<file path="src/rtl/rs232_pkg.sv">
// rs232_pkg: shared types and constants for the RS232 transmit/receive pair.
package rs232_pkg;

    localparam int DATA_BITS = 8;

    typedef enum logic [1:0] {IDLE, START, DATA, STOP} rx_state_t;

endpackage

</file>
<file path="src/rtl/rs232_sync.sv">
// rs232_sync: two-flop synchronizer for an asynchronous input, both flops reset high.
module rs232_sync (
    input  logic clk,
    input  logic rst_n,
    input  logic d_i,
    output logic q_o
);

    logic [1:0] sync_q;

    always_ff @(posedge clk or negedge rst_n) begin
        if (!rst_n) sync_q <= 2'b11;
        else        sync_q <= {sync_q[0], d_i};
    end

    assign q_o = sync_q[1];

endmodule

</file>
<file path="src/rtl/rs232_receiver.sv">
// rs232_receiver: oversampling 8N1 serial receiver with start validation, mid-bit sampling
// and framing-error detection.
module rs232_receiver
    import rs232_pkg::*;
#(
    parameter int CLKS_PER_BIT = 16
) (
    input  logic                 clk,
    input  logic                 rst_n,
    input  logic                 rx_in,
    output logic [DATA_BITS-1:0] data_out,
    output logic                 data_valid,
    output logic                 frame_err,
    output logic                 busy
);

    localparam int TW = $clog2(CLKS_PER_BIT);
    localparam logic [TW-1:0] TICK_HALF = TW'(CLKS_PER_BIT / 2 - 1);
    localparam logic [TW-1:0] TICK_LAST = TW'(CLKS_PER_BIT - 1);

    logic                 rx_s, rx_prev_q;
    rx_state_t            state_q, state_d;
    logic [TW-1:0]        tick_q, tick_d;
    logic [2:0]           bit_idx_q, bit_idx_d;
    logic [DATA_BITS-1:0] shift_q, shift_d, data_q, data_d;
    logic                 valid_q, valid_d, ferr_q, ferr_d, busy_q, busy_d;

    rs232_sync u_sync (
        .clk   (clk),
        .rst_n (rst_n),
        .d_i   (rx_in),
        .q_o   (rx_s)
    );

    always_ff @(posedge clk or negedge rst_n) begin
        if (!rst_n) begin
            rx_prev_q <= 1'b1;
            state_q   <= IDLE;
            tick_q    <= '0;
            bit_idx_q <= '0;
            shift_q   <= '0;
            data_q    <= '0;
            valid_q   <= 1'b0;
            ferr_q    <= 1'b0;
            busy_q    <= 1'b0;
        end else begin
            rx_prev_q <= rx_s;
            state_q   <= state_d;
            tick_q    <= tick_d;
            bit_idx_q <= bit_idx_d;
            shift_q   <= shift_d;
            data_q    <= data_d;
            valid_q   <= valid_d;
            ferr_q    <= ferr_d;
            busy_q    <= busy_d;
        end
    end

    always_comb begin
        state_d   = state_q;
        tick_d    = (state_q == IDLE) ? '0 : tick_q + TW'(1);
        bit_idx_d = bit_idx_q;
        shift_d   = shift_q;
        data_d    = data_q;
        valid_d   = 1'b0;
        ferr_d    = 1'b0;
        case (state_q)
            IDLE: state_d = (rx_prev_q && !rx_s) ? START : IDLE;
            START: if (tick_q == TICK_HALF) begin
                tick_d    = '0;
                bit_idx_d = '0;
                state_d   = rx_s ? IDLE : DATA;
            end
            DATA: if (tick_q == TICK_LAST) begin
                tick_d             = '0;
                shift_d[bit_idx_q] = rx_s;
                bit_idx_d          = bit_idx_q + 3'd1;
                state_d            = (bit_idx_q == 3'(DATA_BITS - 1)) ? STOP : DATA;
            end
            STOP: if (tick_q == TICK_LAST) begin
                tick_d  = '0;
                state_d = IDLE;
                valid_d = rx_s;
                ferr_d  = !rx_s;
                data_d  = rx_s ? shift_q : data_q;
            end
            default: state_d = IDLE;
        endcase
        // busy stays up through the strobe cycle so a consumer sees the frame end cleanly
        busy_d = (state_d != IDLE) || valid_d || ferr_d;
    end

    assign data_out   = data_q;
    assign data_valid = valid_q;
    assign frame_err  = ferr_q;
    assign busy       = busy_q;

endmodule

</file>
<file path="config.mk">
export PLATFORM = sky130hd
export DESIGN_NAME = rs232_receiver
export DESIGN_NICKNAME = d
export VERILOG_FILES = /design/src/rtl/rs232_pkg.sv /design/src/rtl/rs232_sync.sv /design/src/rtl/rs232_receiver.sv
export SDC_FILE = /design/constraint.sdc
export NUM_CORES = 1
export LEC_CHECK = 0
export ABC_AREA = 1
export ABC_CLOCK_PERIOD_IN_PS = 3300
export CAP_MARGIN = 20
export CORE_ASPECT_RATIO = 1.4
export CORE_UTILIZATION = 40
export CTS_CLUSTER_DIAMETER = 60
export DETAILED_ROUTE_END_ITERATION = 8
export PLACE_DENSITY = 0.67
export SLEW_MARGIN = 20
export SYNTH_ARGS = -nofsm -noshare
export SYNTH_HDL_FRONTEND = slang
export SYNTH_SLANG_ARGS = --single-unit
</file>
<file path="constraint.sdc">
create_clock -name clk -period 3.3 [get_ports clk]
set_input_delay 0.495 -clock clk [delete_from_list [all_inputs] [get_ports clk]]
set_output_delay 0.495 -clock clk [all_outputs]
set_load 0.02 [all_outputs]
</file>
==> results.py <==
metrics = {
    "clock_tree": {
        "cts_tree": "built",
        "ctsResizeCount": 0,
        "cts_root_buffer": "clkbuf_8",
        "clockBufferDepth": 2,
        "cts_buffers": 5,
        "cts.sinks": 31,
        "clock_latency_ps": 280,
        "postCtsSetupRepairBufs": 0,
        "hold_buffers": 0,
        "h-tree-depth": 2,
        "cts.clk_slew.worst_paths_ps": 60,
    },
    "yosys": {
        "synth_area_leaders": "dfrtp_1 (50%), nand2_1 (15%), ha_1 (6.3%)",
        "synth-seq-cells": 31,
        "ys.flop_type": "dfrtp_1",
        "synth_top_area_frac": 0.503,
        "yosysSeqAreaShare": 0.559,
        "synth_area_leader_cell": "dfrtp_1",
        "ys_async_sr_fraction": 1.00,
        "synth_cell_type_count": 21,
        "synth-edff-count": 0,
        "yosysMostFrequentCell": "nand2_1",
        "synth.avg_cell_area_um2": 9.23,
        "synthTopCellsByCount": "nand2_1 (54), dfrtp_1 (28), inv_1 (14)",
        "syn-cell-area_mm2": 0.00139,
        "syn_nets": 161,
        "yosys_warnings": 0,
        "syn_inst": 151,
    },
    "route": {
        "drc": 0,
        "drt_wl_total_um": 2460,
        "drt-initial-drc-count": 29,
        "dr_wl_met3_um": 103,
        "maxUsedRoutingLayer": "met4",
        "vias": 1015,
        "route.detailed.wl_per_inst_um": 11.7,
        "first_pass_iters": 4,
        "met1_length_um": 1020,
        "postRouteAntennaNets": 0,
        "via_per_inst": 4.83,
        "route.met2.wl_um": 1300,
    },
    "critical_path": {
        "worstPathArrival_ps": 1240,
        "crit_buf_inv": 1,
        "cp-start-kind": "flop",
        "required_ps": 2800,
        "path_cells": "clkdlybuf4s50_1",
        "crit_family": "buffers and inverters",
        "critical-path-slowest-cell": "clkdlybuf4s50_1",
        "critical_path.endpoint_type": "output pin",
        "worstPathMaxFanout": 2,
        "worst-setup-path-type": "flop to output pin",
        "critPathMaxStageDelay_ps": 600,
    },
    "place": {
        "port_buffers": 13,
        "dpl.hpwl_um": 1840,
        "gp_congestion": 0.865,
        "place_inst": 204,
        "dp_slack_ps": 1730,
        "placed_area_mm2": 0.00158,
    },
    "die": {
        "initial_core_util": 0.416,
        "die_h_um": 71.8,
        "die_w_um": 51.9,
        "die-area_mm2": 0.00373,
        "core_mm2": 0.00335,
        "ios": 14,
        "row_count": 25,
    },
    "grt": {
        "grt_start_max_net_pins": 32,
        "grt_pass1_vias": 1098,
        "grt_use_total": 0.169,
        "grt_pass1_wl_um": 4590,
        "grt_remaining_overflow": 0,
        "antenna_found_initial": 0,
    },
    "timing": {
        "finalCriticalPeriod_ps": 1730,
        "rsz0062_at_grt": "false",
        "fin_ws_ps": 1570,
        "clock_skew_ps": 4.40,
        "clock.fmax_mhz": 578,
        "hold_ws_ps": 356,
        "fin_tns_setup_ps": 0,
        "finalSetupViolCount": 0,
        "finalHoldViolCount": 0,
        "worst-slew-pin-transition_ps": 390,
        "max_slew_margin": 0.740,
        "drv_slew": 0,
        "fin_crit_sh": 0.524,
    },
    "power": {
        "p_per_area_mw_per_mm2": 507,
        "vdd_ir_drop_max_mv": 0.342,
        "p_leak_nw": 0.826,
    },
    "finish": {
        "num-fill-cells": 312,
        "diodes": 0,
        "drive_above_1_share": 0.118,
        "multi_input_area_um2": 544,
        "fin_area_mm2": 0.00165,
        "seqCellArea_um2": 779,
        "fin_cells": 210,
        "area_growth_pct": 18.3,
        "nNetsFinal": 181,
    },
    "hold_path": {
        "hold_class": "flop to flop",
    },
    "flow_run": {
        "maxCapViolCount": 0,
    },
    "outcome": {
        "status": "completed",
    },
}
## cells by family after synthesis
group | Yosys count | share of synthesized area
and+or+nand+nor | 79 | 0.259
xor gates and xnor gates | 1 | 0.00628
AOI/OAI and AO/OA | 16 | 0.0619
DFF | 31 | 0.559
buffers and inverters | 17 | 0.0503
adders and majority gates | 7 | 0.0628
## cells in the final DEF (no fill, tap or decap), types with 4 or more instances in the layout
| master | Yosys | layout |
|---|---|---|
| clkbuf_8 | 0 | 5 |
| nor2_1 | 10 | 10 |
| clkdlybuf4s50_1 | 0 | 13 |
| ha_1 | 7 | 7 |
| a21oi_1 | 6 | 6 |
| nand3_1 | 4 | 4 |
| nand2_1 | 54 | 54 |
| o21ai_1 | 9 | 9 |
| inv_1 | 14 | 14 |
| dfrtp_1 | 28 | 28 |
## sequential cells by signal, indices dropped and copies added (netlist names)
| register | flops |
|---|---|
| bit_idx_q | 3 |
| busy | 1 |
| data_out | 8 |
| data_valid | 1 |
| frame_err | 1 |
| rx_prev_q | 1 |
| shift_q | 8 |
| state_q | 2 |
| tick_q | 4 |
| u_sync.sync_q | 2 |
## where the power goes
group	internal, mW	total [mW]	switching [mW]
registers	0.407	0.431	0.0234
clock network	0.140	0.263	0.123
logic	0.0499	0.142	0.0921
## stage by stage
step | util | total power [mW]
after detailed placement | 0.471 | 0.580
final | 0.493 | 0.836
after floorplan | - | 0.528
after global routing | 0.493 | 0.883
after CTS | 0.493 | 0.846
after global placement | 0.471 | 0.571
## routing by layer
layer	track usage	vias to the layer above
li1	-	515
met5	0	-
met1	0.179	477
met4	0.0691	0
met3	0.0637	5
met2	0.292	18
## worst paths after layout
path | from | to | slack [ps] | cells past startpoint
hold reg to reg | u_sync.sync_q[0] | u_sync.sync_q[1] | 360 | 0
hold / removal | u_sync.sync_q[0] | u_sync.sync_q[1] | 360 | 0
setup / recovery | data_out[7] | data_out[7] | 1570 | 1
min in group asynchronous | rst_n | data_out[7] | 610 | 2
setup reg to reg | state_q[0] | busy | 1710 | 9
max in group asynchronous | rst_n | u_sync.sync_q[0] | 2360 | 2
## final cells by class
class	instances	share of cell area
well taps	40	0.0303
inverters	16	0.0395
flip-flops and latches	31	0.473
repair buffers	14	0.0835
clock buffers	6	0.0440
multi-input cells	103	0.330
No activity file was read; power rests on OpenSTA's default activity.
